### src/rtl/pwm_duty_ramp_ctrl_pkg.sv
// Shared definitions for the PWM duty ramp controller and the PWM generator.
// Holds the ramp state encoding and the default duty-code constants.
package pwm_pkg;

    localparam int DUTY_W           = 4;
    localparam int DUTY_MAX         = 10;
    localparam int DUTY_INIT        = 5;
    localparam int PERIODS_PER_STEP = 4;

    typedef enum logic [1:0] {
        IDLE      = 2'd0,
        RAMP_UP   = 2'd1,
        RAMP_DOWN = 2'd2
    } ramp_state_t;

endpackage

### src/rtl/pwm_duty_ramp_ctrl_if.sv
// Host-side request bus of the duty ramp controller: step pulses and the
// absolute target load handshake. The host drives the master side, the
// controller takes the slave side.
interface pwm_duty_ramp_ctrl_if #(
    parameter int DUTY_W = pwm_pkg::DUTY_W
);
    logic              inc_req;
    logic              dec_req;
    logic              tgt_valid;
    logic [DUTY_W-1:0] tgt_duty;
    logic              tgt_ready;

    modport master (
        output inc_req, dec_req, tgt_valid, tgt_duty,
        input  tgt_ready
    );

    modport slave (
        input  inc_req, dec_req, tgt_valid, tgt_duty,
        output tgt_ready
    );
endinterface

### src/rtl/pwm_duty_ramp_ctrl_step_timer.sv
// Ramp step prescaler: counts pwm_wrap pulses while a ramp is running and
// strobes once every PERIODS_PER_STEP wraps. Clear restarts the step timing.
module pwm_step_timer #(
    parameter int PERIODS_PER_STEP = pwm_pkg::PERIODS_PER_STEP
) (
    input  logic clk,
    input  logic rst_n,
    input  logic en,
    input  logic clr,
    input  logic run,
    input  logic wrap,
    output logic step
);
    localparam int CNT_W = (PERIODS_PER_STEP > 1) ? $clog2(PERIODS_PER_STEP) : 1;
    localparam logic [CNT_W-1:0] LAST = CNT_W'(PERIODS_PER_STEP - 1);

    logic [CNT_W-1:0] cnt;

    assign step = en & run & wrap & (cnt == LAST);

    // Wrap counter; clear wins over counting, everything frozen when disabled
    always_ff @(posedge clk or negedge rst_n) begin
        if (!rst_n) begin
            cnt <= '0;
        end else if (en) begin
            if (clr) begin
                cnt <= '0;
            end else if (run && wrap) begin
                cnt <= (cnt == LAST) ? '0 : cnt + CNT_W'(1);
            end
        end
    end
endmodule

### src/rtl/pwm_duty_ramp_ctrl.sv
// PWM duty ramp controller: takes step/load requests into a target register
// and slews the applied duty toward it by one code per step strobe, which
// only ever fires on a PWM period wrap so the comparator never glitches.
// Optional macro PWM_SOFTSTART_EN: leave reset at duty 0 and ramp up to
// DUTY_INIT instead of starting directly at DUTY_INIT.
module pwm_duty_ramp_ctrl
    import pwm_pkg::*;
#(
    parameter int DUTY_W           = pwm_pkg::DUTY_W,
    parameter int DUTY_MAX         = pwm_pkg::DUTY_MAX,
    parameter int DUTY_INIT        = pwm_pkg::DUTY_INIT,
    parameter int PERIODS_PER_STEP = pwm_pkg::PERIODS_PER_STEP
) (
    input  logic                  clk,
    input  logic                  rst_n,
    input  logic                  ena,
    input  logic                  pwm_wrap,
    pwm_duty_ramp_ctrl_if.slave   host,
    output logic [DUTY_W-1:0]     duty_out,
    output logic                  busy,
    output logic                  at_target,
    output logic                  sat_pulse
);
    localparam logic [DUTY_W-1:0] MAX_CODE  = DUTY_W'(DUTY_MAX);
    localparam logic [DUTY_W-1:0] INIT_CODE = DUTY_W'(DUTY_INIT);

    ramp_state_t       state;
    ramp_state_t       next_state;
    logic [DUTY_W-1:0] target;
    logic [DUTY_W-1:0] target_next;
    logic [DUTY_W-1:0] duty;
    logic [DUTY_W-1:0] duty_next;
    logic              sat_next;
    logic              div_clr;
    logic              step;

    assign host.tgt_ready = ena;
    assign duty_out       = duty;
    assign busy           = (state != IDLE);
    assign at_target      = (duty == target);

    // Next ramp direction from the registered target/duty comparison
    always_comb begin
        next_state = IDLE;
        if (duty < target) begin
            next_state = RAMP_UP;
        end else if (duty > target) begin
            next_state = RAMP_DOWN;
        end
    end

    // Any state change restarts the step timing
    assign div_clr = (next_state != state);

    pwm_step_timer #(
        .PERIODS_PER_STEP (PERIODS_PER_STEP)
    ) u_step_timer (
        .clk   (clk),
        .rst_n (rst_n),
        .en    (ena),
        .clr   (div_clr),
        .run   (state != IDLE),
        .wrap  (pwm_wrap),
        .step  (step)
    );

    // Duty step toward the current (old) target; stepping only in the
    // direction that still closes the gap makes overshoot impossible
    always_comb begin
        duty_next = duty;
        if (step) begin
            if (state == RAMP_UP && duty < target) begin
                duty_next = duty + DUTY_W'(1);
            end else if (state == RAMP_DOWN && duty > target) begin
                duty_next = duty - DUTY_W'(1);
            end
        end
    end

    // Target update: absolute load beats inc/dec, clamping flags saturation
    always_comb begin
        target_next = target;
        sat_next    = 1'b0;
        if (host.tgt_valid) begin
            if (host.tgt_duty > MAX_CODE) begin
                target_next = MAX_CODE;
                sat_next    = 1'b1;
            end else begin
                target_next = host.tgt_duty;
            end
        end else if (host.inc_req && !host.dec_req) begin
            if (target >= MAX_CODE) begin
                sat_next = 1'b1;
            end else begin
                target_next = target + DUTY_W'(1);
            end
        end else if (host.dec_req && !host.inc_req) begin
            if (target == '0) begin
                sat_next = 1'b1;
            end else begin
                target_next = target - DUTY_W'(1);
            end
        end
    end

    // Controller registers; ena low freezes everything
    always_ff @(posedge clk or negedge rst_n) begin
        if (!rst_n) begin
`ifdef PWM_SOFTSTART_EN
            duty  <= '0;
            state <= RAMP_UP;
`else
            duty  <= INIT_CODE;
            state <= IDLE;
`endif
            target    <= INIT_CODE;
            sat_pulse <= 1'b0;
        end else if (ena) begin
            state     <= next_state;
            target    <= target_next;
            duty      <= duty_next;
            sat_pulse <= sat_next;
        end
    end
endmodule
### src/flat_wrapper.sv
// flat-port wrapper written by rule: the top's interface ports become plain ports
module pwm_duty_ramp_ctrl_flat import pwm_pkg::*;
#(
    parameter int DUTY_W           = pwm_pkg::DUTY_W,
    parameter int DUTY_MAX         = pwm_pkg::DUTY_MAX,
    parameter int DUTY_INIT        = pwm_pkg::DUTY_INIT,
    parameter int PERIODS_PER_STEP = pwm_pkg::PERIODS_PER_STEP
)
  (clk, rst_n, ena, pwm_wrap, duty_out, busy, at_target, sat_pulse, host_inc_req, host_dec_req, host_tgt_valid, host_tgt_duty, host_tgt_ready);
  pwm_duty_ramp_ctrl_if #(.DUTY_W(DUTY_W)) host_i ();
  input  logic clk;
  input  logic rst_n;
  input  logic ena;
  input  logic pwm_wrap;
  output logic [DUTY_W-1:0] duty_out;
  output logic busy;
  output logic at_target;
  output logic sat_pulse;
  input wire logic [$bits(host_i.inc_req)-1:0] host_inc_req;
  input wire logic [$bits(host_i.dec_req)-1:0] host_dec_req;
  input wire logic [$bits(host_i.tgt_valid)-1:0] host_tgt_valid;
  input wire logic [$bits(host_i.tgt_duty)-1:0] host_tgt_duty;
  output wire logic [$bits(host_i.tgt_ready)-1:0] host_tgt_ready;
  assign host_i.inc_req = host_inc_req;
  assign host_i.dec_req = host_dec_req;
  assign host_i.tgt_valid = host_tgt_valid;
  assign host_i.tgt_duty = host_tgt_duty;
  assign host_tgt_ready = host_i.tgt_ready;
  pwm_duty_ramp_ctrl #(.DUTY_W(DUTY_W), .DUTY_MAX(DUTY_MAX), .DUTY_INIT(DUTY_INIT), .PERIODS_PER_STEP(PERIODS_PER_STEP)) u_core (.clk(clk), .rst_n(rst_n), .ena(ena), .pwm_wrap(pwm_wrap), .host(host_i), .duty_out(duty_out), .busy(busy), .at_target(at_target), .sat_pulse(sat_pulse));
endmodule
### config.mk
export PLATFORM = sky130hd
export DESIGN_NAME = pwm_duty_ramp_ctrl_flat
export DESIGN_NICKNAME = d
export VERILOG_FILES = /design/src/rtl/pwm_duty_ramp_ctrl_pkg.sv /design/src/rtl/pwm_duty_ramp_ctrl_if.sv /design/src/rtl/pwm_duty_ramp_ctrl_step_timer.sv /design/src/rtl/pwm_duty_ramp_ctrl.sv /design/src/flat_wrapper.sv
export SDC_FILE = /design/constraint.sdc
export NUM_CORES = 1
export LEC_CHECK = 0
export BUFFER_PORTS_ARGS = -buffer_cell sky130_fd_sc_hd__buf_2
export CORE_MARGIN = 4
export CORE_UTILIZATION = 45
export CTS_CLUSTER_DIAMETER = 100
export DETAILED_ROUTE_END_ITERATION = 8
export PLACE_DENSITY = 0.67
export SLEW_MARGIN = 10
export SYNTH_ARGS = -nofsm -noshare
export SYNTH_HDL_FRONTEND = slang
export SYNTH_SLANG_ARGS = --single-unit
### constraint.sdc
create_clock -name clk -period 7.1 [get_ports clk]
set_input_delay 0.355 -clock clk [delete_from_list [all_inputs] [get_ports clk]]
set_output_delay 0.355 -clock clk [all_outputs]
set_load 0.005 [all_outputs]
==> run metrics <==
run status completed; RSZ-0062 raised after global routing no; WL per Instance 13.2 um; core area 2190 um2; TNS Setup 0 ns; flops & latches, synth 13; Final Util 53.9%; global-route wire length before repair 3670 um; fin crit period 2.52 ns; HPWL Detailed 1650 um; htree depth 1; Slew @ Worst Pin 0.417 ns; drt pass-1 iters 4; net switching power 0.000132 W; mean area per synthesized cell 9.67 um2; pwr dens 272 nW/um2; starting density of the core 47.2%; DR iter-0 viols 21; CTS Hold Bufs 1; Seq/Total Area, Yosys 31.9%; Required @ worst endpoint 7.26 ns; worst r2r src u_core.duty_out[1]; switching share of power 41.2%; Die Ht 56.0 um; vias in the first global route 841; Remaining DRCs 0; antenna violations before repair 0; total track usage 14.5%; Worst Slack Setup Final 4.58 ns; synth warn 0; final WL 2040 um; later-pin clock latency in the skew report 0.27 ns; Slew Limit Headroom 71.9%; largest net degree at the start of global routing 14; Num CTS Buffers 3; clk sink count 13; Setup Viol. Count Final 0; Hold Path End u_core.state[1]; final hold vios 0; IO buf count 18; top cells by count, synth inv_1, nand2_1, dfrtp_1, ha_1, o21ai_0; count of cells resized by post-cts repair 0; Final ANT Viol Nets 0; CTS tree built; MaxCap Viol Count 0; Die X 56.0 um; Hold Path Stages 2; crit path DAT 2.68 ns; synth top area cells dfrtp_1, ha_1, dfstp_2, inv_1, nand2_1; layout cells sized above 1 31.5%; Clk pin slew, worst setup/hold paths 0.09 ns; Post-synth ARST share 100%; Via density 5.52; GR Overflow Total 0; Seq pwr share 35.8%; R2R Path End u_core.duty_out[3]; Die ar. 3130 um2; FF-to-FF path depth 11; Peak VDD IR 153 uV; post-synth top area cell dfrtp_1; Syn Nets 129; post-synthesis cell area 1030 um2; post-synthesis cell type count 46; Slew Limit Fails 0; Leak 0.551 nW; Pint 0.000189 W; Synth Flop Type dfrtp_1; Setup crit end kind flop; Final GP Congestion 0.768; Mapped Cells 107; Diodes inserted 0; post-synth top area share 21.8%; Max Freq 397 MHz; Filler Cell Count 205; Vias 856; CP Max Fanout 5; post-CTS setup buffer count 0; Max Clock Skew 0.00317 ns; fin crit share 35.5%; clk buf depth 2; Clock Power Share 14.7%; root buf cell clkbuf_4; I/O pin cnt 19; r2r setup slk 4.58 ns; area delta synth->final 14.0%; Post-synth EDFFs 0; hold slack 0.388 ns; FP Rows 17; dpl ws 4.58 ns; hold crit path type input port to flop; power share of the combinational group 49.4%; HP Start ena; Net count, final 150; crit start category flop; Crit Path Class flop to flop
==> worst max-delay path by stage <==
stage	slack, ns	end	startpoint
2_1_floorplan	4.75	u_core.duty_out[3]	u_core.duty_out[1]
3_3_place_gp	4.68	u_core.duty_out[3]	u_core.target[1]
3_5_place_dp	4.58	u_core.duty_out[3]	u_core.target[1]
4_1_cts	4.57	u_core.duty_out[3]	u_core.target[1]
5_1_grt	4.44	u_core.duty_out[3]	u_core.target[1]
6_report	4.58	u_core.duty_out[3]	u_core.duty_out[1]
==> critical path: stages (launching register included) <==
cell and delay (ns):
dfrtp_1 0.45, ha_1 0.35, nor2b_4 0.14, o211ai_4 0.20
and4_4 0.29, inv_2 0.07, ha_1 0.32, a21oi_1 0.20
nand2_1 0.12, nand2_1 0.08, o32a_1 0.13, nand4_1 0.07
==> power by group through the flow <==
stage           Clock, W  Combinational [W]  Sequential, W
6_report       0.0000473           0.000159       0.000115
5_1_grt        0.0000516           0.000181       0.000118
4_1_cts        0.0000499           0.000160       0.000114
3_5_place_dp           0           0.000158       0.000116
3_3_place_gp           0           0.000153       0.000115
2_1_floorplan          0           0.000128       0.000111
==> metal layers <==
layer / GRT usage (%) / up-vias / share of wire, %
met2: 24.2 / 13 / 48
li1: - / 430 / -
met4: 4.07 / 0 / 0
met5: 0 / - / 0
met1: 19.1 / 413 / 48
met3: 3.02 / 0 / 3.8
==> layout by cell type, fill, tap and decap left out, types with 2 or more instances in the layout <==
cell	count
o21ai_1	2
nand3_1	5
ha_1	9
o21ai_0	6
buf_2	18
nand2_1	11
o221ai_1	2
mux2_2	3
fa_1	2
inv_1	11
clkbuf_4	3
xnor2_1	3
dfstp_2	4
dfrtp_1	9
and2_1	2
a21oi_1	3
nand2b_1	2
o22ai_1	3
==> metrics by stage <==
| stage | area [um2] | cells | power (W) |
|---|---|---|---|
| after global routing | 1180 | 155 | 0.000350 |
| after CTS | 1180 | 155 | 0.000325 |
| after global placement | 1140 | 150 | 0.000268 |
| after floorplan | 1030 | 107 | 0.000238 |
| after detailed placement | 1140 | 150 | 0.000274 |
| final | 1180 | 155 | 0.000321 |
==> cell type report <==
| class | count | area, um2 | share of cell area [%] |
|---|---|---|---|
| clock buffers | 4 | 26.3 | 2.23 |
| inverters | 12 | 45.0 | 3.82 |
| repair buffers | 19 | 100 | 8.48 |
| well taps | 28 | 35.0 | 2.97 |
| multi-input cells | 79 | 643 | 54.5 |
| flip-flops and latches | 13 | 330 | 28.0 |
==> cells by family after synthesis <==
logic type / count (synthesis) / share of synthesized area (%)
AND/OR/NAND/NOR: 30 / 17.3
buffers and inverters: 15 / 5.92
flip-flops: 13 / 31.9
XOR/XNOR: 4 / 3.39
adder cells (fa/ha/maj): 11 / 14.8
AO/OA/AOI/OAI: 31 / 23.5
multiplexers: 3 / 3.26
==> flip-flops by register name, summed over array words and instances, names as in the netlist <==
| signal | flops |
|---|---|
| u_core.duty_out | 4 |
| u_core.state | 2 |
| u_core.target | 4 |
| u_core.sat_pulse | 1 |
| u_core.u_step_timer.cnt | 2 |
(Power assumes the default switching activity.)
